==> src/rtl/cordic_result_reader.sv <==
// cordic_result_reader: FIFO of DEPTH {x,y,z} result triples between the CORDIC core and its consumer.
// Latency: a push into an empty buffer is presented the cycle after the push edge (no flow-through).
// Backpressure: in_ready drops when the buffer is full, with no pop-bypass. A triple offered
//   while full is dropped and sets a sticky overflow flag, cleared only by reset.
//
// Ports:
//   clk, rst                  clock (rising edge), asynchronous active-low reset
//   in_valid/in_ready         producer handshake; in_x/in_y/in_z carry the result triple
//   out_valid/out_ready       consumer handshake; out_x/out_y/out_z show the oldest triple (zero when empty)
//   count                     number of buffered triples, 0..DEPTH
//   overflow                  sticky: a triple arrived while the buffer was full
module cordic_result_reader #(
  parameter int FIXED_POINT = 16,
  parameter int DEPTH       = 4
) (
  input  logic                       clk,
  input  logic                       rst,
  input  logic                       in_valid,
  input  logic [FIXED_POINT-1:0]     in_x,
  input  logic [FIXED_POINT-1:0]     in_y,
  input  logic [FIXED_POINT-1:0]     in_z,
  output logic                       in_ready,
  output logic                       out_valid,
  input  logic                       out_ready,
  output logic [FIXED_POINT-1:0]     out_x,
  output logic [FIXED_POINT-1:0]     out_y,
  output logic [FIXED_POINT-1:0]     out_z,
  output logic [$clog2(DEPTH):0]     count,
  output logic                       overflow
);

  localparam int AW = $clog2(DEPTH);
  localparam int CW = AW + 1;
  localparam logic [CW-1:0] FULL_CNT = CW'(DEPTH);

  // Storage is deliberately not reset; empty-state output gating hides stale contents.
  logic [FIXED_POINT-1:0] r_mem_x [DEPTH];
  logic [FIXED_POINT-1:0] r_mem_y [DEPTH];
  logic [FIXED_POINT-1:0] r_mem_z [DEPTH];

  logic [AW-1:0] r_wptr;
  logic [AW-1:0] r_rptr;
  logic [CW-1:0] r_count;
  logic          r_overflow;

  logic w_full;
  logic w_empty;
  logic w_push;
  logic w_pop;
  logic w_drop;

  // Status comes only from the registered count, so a full buffer does not
  // accept a push even when a pop happens on the same edge.
  assign w_full  = (r_count == FULL_CNT);
  assign w_empty = (r_count == '0);
  assign w_push  = in_valid & ~w_full;
  assign w_pop   = out_ready & ~w_empty;
  assign w_drop  = in_valid & w_full;

  assign in_ready  = ~w_full;
  assign out_valid = ~w_empty;
  assign count     = r_count;
  assign overflow  = r_overflow;

  assign out_x = w_empty ? '0 : r_mem_x[r_rptr];
  assign out_y = w_empty ? '0 : r_mem_y[r_rptr];
  assign out_z = w_empty ? '0 : r_mem_z[r_rptr];

  always_ff @(posedge clk) begin
    if (w_push) begin
      r_mem_x[r_wptr] <= in_x;
      r_mem_y[r_wptr] <= in_y;
      r_mem_z[r_wptr] <= in_z;
    end
  end

  // DEPTH is a power of two, so the pointers wrap DEPTH-1 -> 0 by natural rollover.
  always_ff @(posedge clk or negedge rst) begin
    if (!rst) begin
      r_wptr     <= '0;
      r_rptr     <= '0;
      r_count    <= '0;
      r_overflow <= 1'b0;
    end else begin
      if (w_push) begin
        r_wptr <= r_wptr + 1'b1;
      end
      if (w_pop) begin
        r_rptr <= r_rptr + 1'b1;
      end
      case ({w_push, w_pop})
        2'b10:   r_count <= r_count + 1'b1;
        2'b01:   r_count <= r_count - 1'b1;
        default: r_count <= r_count;
      endcase
      if (w_drop) begin
        r_overflow <= 1'b1;
      end
    end
  end

endmodule

==> config.mk <==
export PLATFORM = sky130hd
export DESIGN_NAME = cordic_result_reader
export DESIGN_NICKNAME = d
export VERILOG_FILES = /design/src/rtl/cordic_result_reader.sv
export SDC_FILE = /design/constraint.sdc
export NUM_CORES = 1
export LEC_CHECK = 0
export CAP_MARGIN = 20
export CELL_PAD_IN_SITES_DETAIL_PLACEMENT = 0
export CELL_PAD_IN_SITES_GLOBAL_PLACEMENT = 1
export CORE_AREA = 2 2 138 140
export DETAILED_ROUTE_END_ITERATION = 6
export DIE_AREA = 0 0 140 142
export HOLD_SLACK_MARGIN = 0.03
export PLACE_DENSITY_LB_ADDON = 0.1
export SYNTH_ARGS = -nofsm -noshare
export SYNTH_HDL_FRONTEND = slang
export SYNTH_SLANG_ARGS = --single-unit
==> constraint.sdc <==
create_clock -name clk -period 2.8 [get_ports clk]
set_clock_uncertainty 0.15 [all_clocks]
set_input_delay 0.7 -clock clk [delete_from_list [all_inputs] [get_ports clk]]
set_output_delay 0.7 -clock clk [all_outputs]
set_load 0.02 [all_outputs]
=== After elaboration in Yosys (flattened, before gate mapping) ===
Memories as Yosys holds them, arrays and structs flattened.
Index checks and enable logic that the tools add are counted.

* Bits in writable memories: 192
* Bits of input ports: 52
* Memories: 3
* Output and inout bits: 54
* Register bits after elaboration: 8

* Bitwise logic cells: 5
* Add/sub/neg operators: 4
* Muxes and demuxes: 6
* Eq/ne operators: 3
* Reduce and logical (&&, ||, !) cells: 2

{| class="wikitable"
|+ Memory list
! memory !! words !! bits a word !! read ports !! clocked after memory_dff !! wr ports !! RTL line !! source
|-
| r_mem_x || 4 || 16 || 1 || 0 || 1 || 37 || <nowiki>logic [FIXED_POINT-1:0] r_mem_x [DEPTH];</nowiki>
|-
| r_mem_y || 4 || 16 || 1 || 0 || 1 || 38 || <nowiki>logic [FIXED_POINT-1:0] r_mem_y [DEPTH];</nowiki>
|-
| r_mem_z || 4 || 16 || 1 || 0 || 1 || 39 || <nowiki>logic [FIXED_POINT-1:0] r_mem_z [DEPTH];</nowiki>
|}

{| class="wikitable"
|+ Operators by type and width
! kind !! number
|-
| $mux W16 || 3
|-
| $pmux W3 S2 || 1
|-
| $add A2 B1 Y2 const B || 2
|-
| $add A3 B1 Y3 const B || 1
|-
| $and A1 B1 Y1 || 3
|-
| $eq A3 B3 Y1 const B || 1
|-
| $logic_not A3 Y1 || 1
|-
| $sub A3 B1 Y3 const B || 1
|-
| $eq A2 B1 Y1 const B || 1
|-
| $eq A2 B2 Y1 const B || 1
|-
| $mux W1 || 2
|-
| $not A1 Y1 || 2
|-
| $reduce_bool A2 Y1 || 1
|}

=== Logic depth before layout (Yosys ltp) ===
Gate-level depths: netlist (run 1).

* Word-level depth: 5
* Depth in mapped cells: 9

=== Least setup slack after synthesis (run 1) ===
Ideal clock, no wire load.

* Path type: input to register
* Start point: in in_valid
* End point: mem r_mem_x[2][0] (enable)
* Required time: 2.240 ns
* Library setup time: 0.410 ns
* Stages: 2
* Slack: 0.020 ns
* Data arrival time: 2.220 ns
* Path buffers: 0
* Cells stage by stage: nor2b_1 and2_1

* Word-level cells in the longest chain between the ends: 3

{| class="wikitable"
|+ Ends and longest elaborated chain
! item !! RTL line !! source
|-
| from (decl) || 18 || <nowiki>input logic in_valid,</nowiki>
|-
| $and A1 B1 Y1 || 56 || <nowiki>assign w_push = in_valid & ~w_full;</nowiki>
|-
| $mux W1 || 70 || <nowiki>if (w_push) begin</nowiki>
|-
| $mux W1 (not written as such) || 71 || <nowiki>r_mem_x[r_wptr] <= in_x;</nowiki>
|-
| to (decl) || 37 ||
|}

No other way between the ends.

=== Worst setup path in the final report (run 1) ===
* Start point: reg r_rptr[0]
* End point: out out_x[4]

* Word-level cells in the longest chain between the ends: 2

{| class="wikitable"
|+ Ends and longest elaborated chain
! item !! RTL line !! source
|-
| from (decl) || 42 || <nowiki>logic [AW-1:0] r_rptr;</nowiki>
|-
| from (signal assigned) || 89 || <nowiki>r_rptr <= r_rptr + 1'b1;</nowiki>
|-
| $mem_v2 Z4 W16 || -- ||
|-
| $mux W16 || 65 || <nowiki>assign out_x = w_empty ? '0 : r_mem_x[r_rptr];</nowiki>
|-
| to (decl) || 25 || <nowiki>output logic [FIXED_POINT-1:0] out_x,</nowiki>
|}

No other way between the ends.

==> reports/summary.md, run 1 <==
The H-tree generated during clock tree synthesis spans 4 levels. The wire length after detailed routing came out at 14,400 µm. Entering global routing, the biggest net connects 33 pins. For the worst setup path, the data arrival time is 1.96 ns.

The number of hold-slack violations in the final timing report was 0. The per-cell routed wire length was 20.0 µm; the number of buffers added on ports was 105. The post-layout worst setup margin is -0.00944 ns, and the core box area is 18,500 µm².

The first detailed-routing pass took 7 iterations. The worst relative slew slack is 73.1%, and the number of violations reported at the end of detailed-routing iteration 0 is 211. The area growth from synthesis to layout is 30.5%. The multi-input combinational cells in the finished layout cover a total of 1730 µm². Once detail routing completed, the nets flagged for antenna violations numbered 0.

The run gives 5970 µm² as the register area. Power comes to 12,000 µW. The top cell types in the final layout, fill and taps aside, are 192 x sky130_fd_sc_hd__edfxtp_1, 56 x sky130_fd_sc_hd__clkdlybuf4s50_1, 48 x sky130_fd_sc_hd__mux4_2. Area of the mapped netlist: 7760 µm². The critical path endpoint category was an output pin. The total overflow left after global routing is 0.

For the overall track demand over capacity in global routing, the log shows 15.3%. TritonCTS built the clock tree. The run finished, with violations left.

The floorplan step set the die width to 140 µm. The first global-routing pass estimated 22,300 µm of wire. The tools report the final-report max-slew violation count as 0.

The placed instance count was 686; the post-synthesis net count was 402. The core utilization of the finished layout was 54.9%; the synthesized area divided by synthesized cell count was 22.6 µm². The library cell used most frequently in the layout, excluding fill and tap cells, is sky130_fd_sc_hd__edfxtp_1. The run gives -0.0300 ns as the post-route setup TNS. TritonCTS created 17 clock buffers. Based on the critical path, the design can be clocked at up to 356 MHz.

The number of vias after detailed routing is 3,686. For the pin with the worst max-slew slack, the measured transition is 0.402 ns. The setup-violating endpoint count in the final report was 7; the post-detailed-placement half-perimeter wirelength was 8470 µm. At the worst endpoint, the required time is 1.95 ns. Of the available clock period, the critical path in the final layout requires 100%. The tools report the CTS sink count as 200.

Row generation in the floorplan step produced 50 rows. Clock-pin slew was measured on the worst setup and hold paths at 0.07 ns. The DRC violations left is 9, and the share of layout cells above drive strength 1 is 41.6%. The run gives 1,449 as the number of filler cells placed in the layout.

The number of hold buffers added after CTS was 0. After synthesis, the netlist uses 23 different library cells. The clock passes through at most 2 buffers.

The share of the Yosys chip area taken by registers is 76.9%. The analysis attributes to cell leakage a power of 0.00351 µW. Counting flops and latches in the post-synthesis netlist gives 200. The max-capacitance violation count was 0; the number of antenna cells inserted was 0. Setup repair after global routing could not meet its margin everywhere. The checks that failed: DRC, setup timing.

The later pin in the worst-skew pair is clocked with a latency of 0.42 ns. The die covers 19,900 µm². The tightest min-delay check is of the flip-flop to flip-flop type.

The logs give 0 for the number of warnings reported in the yosys synthesis log and 344 for the gate count after technology mapping. STA classifies the critical path startpoint as a flip-flop. The root buffer cell chosen for the clock tree is sky130_fd_sc_hd__clkbuf_16.

Dividing total power by cell area gives a power density of 1180 nW/µm². The die extent in y was 142 µm. Category of the critical setup timing path: flip-flop to output pin.

The tools report the number of antenna violations at the first check in global routing as 0. After detailed routing, the number of vias per cell comes to 5.11. The worst path in the final design needs a cycle of 2.81 ns, including I/O delays and setup. Number of placed I/O pins: 106. Across all hold checks on the routed design, the worst slack comes to 0.313 ns. The via count of the first global-routing pass was 3,901. Once layout is complete, the cells apart from fillers number 722. The tools report the highest ir drop seen on vdd as 0.547 mV. In the final design database the tool counted 535 nets.

Weighted congestion reported at the end of routability-driven placement: 0.688. The run gives 42.0% as the initial cell density of the core. Of all nets on the critical path, the largest fanout is 8.
==> where the power goes <==
group | switching, µW | internal (µW) | total [µW]
Combinational | 2480 | 3060 | 5550
Clock | 1010 | 1310 | 2320
Sequential | 160 | 3960 | 4120
==> metrics by stage <==
stage / instance area, µm² / worst slack [ns]
floorplan: 7760 / 0.0196
global placement: 9310 / 0.0212
detailed placement: 9310 / -0.000387
CTS: 10100 / -0.135
global route: 10100 / -0.0607
finish: 10100 / -0.00944
==> logic make-up (layout without fill, tap and decap cells) <==
group,Yosys count,after routing,synth area share (%)
compound gates,1,1,0.0968
buf+inv,23,167,2.35
flops,200,200,76.9
xor+xnor,6,6,0.677
mux,50,50,14.2
fa+ha+maj,6,6,1.06
simple gates,58,58,4.71
==> worst paths after layout <==
check	startpoint	end	slack (ns)	depth (start not counted)
max in group asynchronous	rst	r_rptr[0]$_DFFE_PN0P_	1.76	1
hold reg to reg	overflow$_DFFE_PN0P_	overflow$_DFFE_PN0P_	0.31	1
setup / recovery	r_rptr[0]$_DFFE_PN0P_	out_x[4]	-0.009	5
setup reg to reg	count[1]$_DFFE_PN0P_	count[2]$_DFFE_PN0P_	0.49	9
min in group asynchronous	rst	overflow$_DFFE_PN0P_	0.42	1
hold / removal	overflow$_DFFE_PN0P_	overflow$_DFFE_PN0P_	0.31	1
==> flip-flops by register name, summed over array words and instances, names as in the netlist <==
name      cells
r_rptr        2
count         3
r_mem_z      64
r_mem_y      64
r_mem_x      64
overflow      1
r_wptr        2
==> synth_stat cells, drive strengths merged <==
library cell  instances  area, µm²
nor2b                 1       6.26
inv                   7       26.3
mux2                  1       11.3
buf                  11        138
dfrtp                 8        200
nor3b                 1       7.51
clkbuf                5       18.8
edfxtp              192       5770
nor2                  1       3.75
mux2i                 1       10.0
xor2                  3       26.3
mux4                 48       1080
a21o                  1       7.51
fa                    1       20.0
or3                   1       11.3
and2                 53        332
xnor2                 3       26.3
ha                    5       62.6
nand3                 1       5.00
==> cell type report <==
type                            instances  share of cell area [%]
Inverter                                7                   0.259
Tap cell                              234                    2.89
Timing Repair Buffer                  130                    15.3
Multi-Input combinational cell        121                    17.1
Clock buffer                           19                    4.27
Clock inverter                         11                    1.25
Sequential cell                       200                    59.0
==> worst max-delay path, cell delays in order, from the launching register on <==
cell	delay [ns]
sky130_fd_sc_hd__dfrtp_4	0.51
sky130_fd_sc_hd__buf_4	0.16
sky130_fd_sc_hd__buf_12	0.14
sky130_fd_sc_hd__mux4_2	0.41
sky130_fd_sc_hd__and2_4	0.17
sky130_fd_sc_hd__buf_4	0.15
==> per-layer routing <==
layer	up-vias	global-route usage (%)	share of wire, %
met5	-	0	0
met4	0	5.26	1.3
met3	16	3.67	3.5
met2	72	25.7	51
met1	1952	19.9	44
li1	1646	-	-
==> repair_timing <==
item                       in CTS  in global routing
pin swaps                      13                  3
setup endpoints to repair      49                 49
buffers inserted                4                  1
gates cloned                    3                  0
resized for setup             322                  8
No activity file was read; power rests on OpenSTA's default activity.
==> inputs of run 2 (changes only) <==
- CELL_PAD_IN_SITES_DETAIL_PLACEMENT: 0 -> 1
- GPL_ROUTABILITY_DRIVEN: unset -> 0
==> reports/summary.md, run 2 (synthesized netlist as in run 1, its figures left out) <==
The transition time at the pin with the least slew margin works out to 0.446 ns (was 0.402 ns). The tools report the highest ir drop seen on vdd as 0.661 mV (was 0.547 mV). The logs give 0 (unchanged) for the leftover overflow at the end of global routing and -0.0290 ns (was -0.00944 ns) for the post-layout worst setup margin.

The via count of the first global-routing pass was 4,144 (was 3,901); the share of layout cells above drive strength 1 was 41.3% (was 41.6%). The logs give 0 (unchanged) for the number of nets with antenna violations after routing and 12,100 µW (was 12,000 µW) for the overall power. The maximum clock frequency came out at 353 MHz (was 356 MHz).

The run gives 537 (was 535) as the number of nets in the final layout. The number of antenna violations at the first check in global routing was 0 (unchanged); the initial cell density of the core was 42.0% (unchanged). Leading cell types in the layout, fill and taps excluded: 192 x sky130_fd_sc_hd__edfxtp_1, 55 x sky130_fd_sc_hd__clkdlybuf4s50_1, 48 x sky130_fd_sc_hd__mux4_2 (was 192 x sky130_fd_sc_hd__edfxtp_1, 56 x sky130_fd_sc_hd__clkdlybuf4s50_1, 48 x sky130_fd_sc_hd__mux4_2). Top fanout value on the critical path: 7 (was 8). The shortest clock period the worst path allows after layout works out to 2.83 ns (was 2.81 ns). The tools report the cell row count as 50 (unchanged).

The number of violations reported at the end of detailed-routing iteration 0 came out at 215 (was 211). TritonCTS built the clock tree. The leakage power summed over all cells is 0.00350 µW (was 0.00351 µW), and the die extent in y is 142 µm (unchanged).

The logs give 0 (unchanged) for the max-capacitance violation count and 7 (unchanged) for the number of search-and-repair iterations in the first detailed-routing pass. The DRC violations left was 9 (unchanged); the setup-violating endpoint count in the final report was 20 (was 7). First-pass GRT wire length: 24,200 µm (was 22,300 µm). The post-detailed-placement cell area was 9310 µm² (unchanged).

The tools report the worst endpoint data arrival time as 1.98 ns (was 1.96 ns). The root buffer selected by CTS is sky130_fd_sc_hd__clkbuf_16 (unchanged). The slowest library cell on the worst path is sky130_fd_sc_hd__mux4_2 (was sky130_fd_sc_hd__dfrtp_4).

The logs give 16.7% (was 15.3%) for the overall track demand over capacity in global routing and 106 (unchanged) for the number of placed I/O pins. The number of vias after detailed routing is 3,713 (was 3,686). The per-cell routed wire length was 21.4 µm (was 20.0 µm). The type of origin of the critical path is a flip-flop (unchanged). The cell family contributing the most delay on the critical path was multiplexers (was flip-flops). The hold-fix buffer count after cts was 0 (unchanged). The most common cell after layout, fill and taps aside is sky130_fd_sc_hd__edfxtp_1 (unchanged). The H-tree depth was 4 (unchanged). The run finished, with violations left. The critical path endpoint category is an output pin (unchanged). Number of buffers added on ports: 105 (unchanged). Number of CTS-inserted buffers: 17 (unchanged). Post-CTS clock slew at the launch and capture registers of the worst setup and hold paths: 0.07 ns (about the same). The number of hold-slack violations in the final timing report is 0 (unchanged), and the post-detailed-placement half-perimeter wirelength is 9250 µm (was 8470 µm).

The maximum clock path buffer count was 2 (unchanged); the clock insertion delay at the later pin of the skew report was 0.43 ns (was 0.42 ns). Biggest regs: r_mem_x (64), r_mem_y (64), r_mem_z (64) (unchanged). The largest incremental delay on the critical path is 0.50 ns (was 0.51 ns), and the power density of the placed cells is 1190 nW/µm² (was 1180 nW/µm²). For the worst relative slew slack, the log shows 70.2% (was 73.1%). The number of antenna cells inserted was 0 (unchanged). The floorplan die width is 140 µm (unchanged). The final non-filler cell total was 726 (was 722). Violated checks: DRC, setup timing (unchanged).

Final instance area: 10,100 µm² (about the same). List of cells traversed by the critical path: buf_6 > buf_12 > mux4_2 > and2_4 > buf_6 (was buf_4 > buf_12 > mux4_2 > and2_4 > buf_4). The largest net degree at the start of global routing was 33 (unchanged). The tools report the data required time at the worst endpoint as 1.95 ns (about the same). The cell with the most instances on the worst path is sky130_fd_sc_hd__buf_6 (was sky130_fd_sc_hd__buf_4). The final-report max-slew violation count came out at 0 (unchanged). For the post-route setup TNS, the log shows -0.285 ns (was -0.0300 ns). The category of the critical setup timing path is flip-flop to output pin (unchanged). Buffer and inverter count on the worst path: 3 (unchanged).

Overall die area: 19,900 µm² (unchanged). The class of the tightest hold or removal check is flip-flop to flip-flop (unchanged). The post-route fraction of the period consumed by the critical path is 101% (was 100%), and the layout overhead on the synthesized area is 30.7% (was 30.5%). The wire length after detailed routing is 15,600 µm (was 14,400 µm), and the number of filler cells placed in the layout is 1,606 (was 1,449). The run gives 18,500 µm² (unchanged) as the core box area. Setup repair after global routing could not meet its margin everywhere. The CTS sink count was 200 (unchanged); the placed instance count was 686 (unchanged).

The average via count per standard cell is 5.11 (about the same).
-- run 2: changes by cell type in the layout (fill, tap and decap cells not counted), sizes merged --
cell           before  now
bufinv              2    3
buf                73   75
clkdlybuf4s50      56   55
inv                 9    8
dlymetal6s2s        0    1
clkbuf             19   20
clkinv              6    4
clkinvlp            1    4
-- run 2: area by class of cell --
cell class	count	area, µm²	area share [%]
Clock buffer	20	437	4.31
Clock inverter	12	150	1.48
Inverter	7	26.3	0.259
Multi-Input combinational cell	121	1730	17.1
Sequential cell	200	5970	58.9
Tap cell	234	293	2.89
Timing Repair Buffer	132	1530	15.1
-- run 2: where the power goes --
group | internal [µW] | switching, µW | total, µW
Sequential | 3960 | 177 | 4140
Combinational | 3020 | 2500 | 5520
Clock | 1400 | 1030 | 2430
-- run 2: layer usage --
| layer | routed length (µm) | vias up | share of wire (%) | track usage [%] |
|---|---|---|---|---|
| met5 | 0 | - | 0 | 0 |
| met2 | 8210 | 85 | 53 | 29.0 |
| met3 | 684 | 15 | 4.4 | 4.88 |
| met1 | 6520 | 1960 | 42 | 20.9 |
| met4 | 161 | 0 | 1.0 | 4.47 |
| li1 | - | 1653 | - | - |
-- run 2: worst paths after layout --
kind / cells after the start / slack [ns] / to / from
max: 5 / -0.03 / out_x[10] / r_rptr[0]$_DFFE_PN0P_
min: 1 / 0.31 / overflow$_DFFE_PN0P_ / overflow$_DFFE_PN0P_
max reg2reg: 9 / 0.49 / count[2]$_DFFE_PN0P_ / count[1]$_DFFE_PN0P_
min reg2reg: 1 / 0.31 / overflow$_DFFE_PN0P_ / overflow$_DFFE_PN0P_
max in group asynchronous: 1 / 1.72 / r_rptr[0]$_DFFE_PN0P_ / rst
min in group asynchronous: 1 / 0.43 / count[2]$_DFFE_PN0P_ / rst
-- run 2: repair_timing --
action / CTS / global route
buffers inserted: 6 / 0
setup endpoints to repair: 50 / 49
gates cloned: 3 / 0
pin swaps: 14 / 0
gates resized for setup: 317 / 9
-- run 2: metrics by stage --
stage / util (%) / setup WS (ns) / hold WS, ns
2_1_floorplan: - / 0.0196 / 0.254
3_3_place_gp: 50.5 / 0.0212 / 0.296
3_5_place_dp: 50.5 / -0.00886 / 0.293
4_1_cts: 54.9 / -0.0803 / 0.317
5_1_grt: 54.9 / -0.0826 / 0.337
6_report: 54.9 / -0.0290 / 0.312
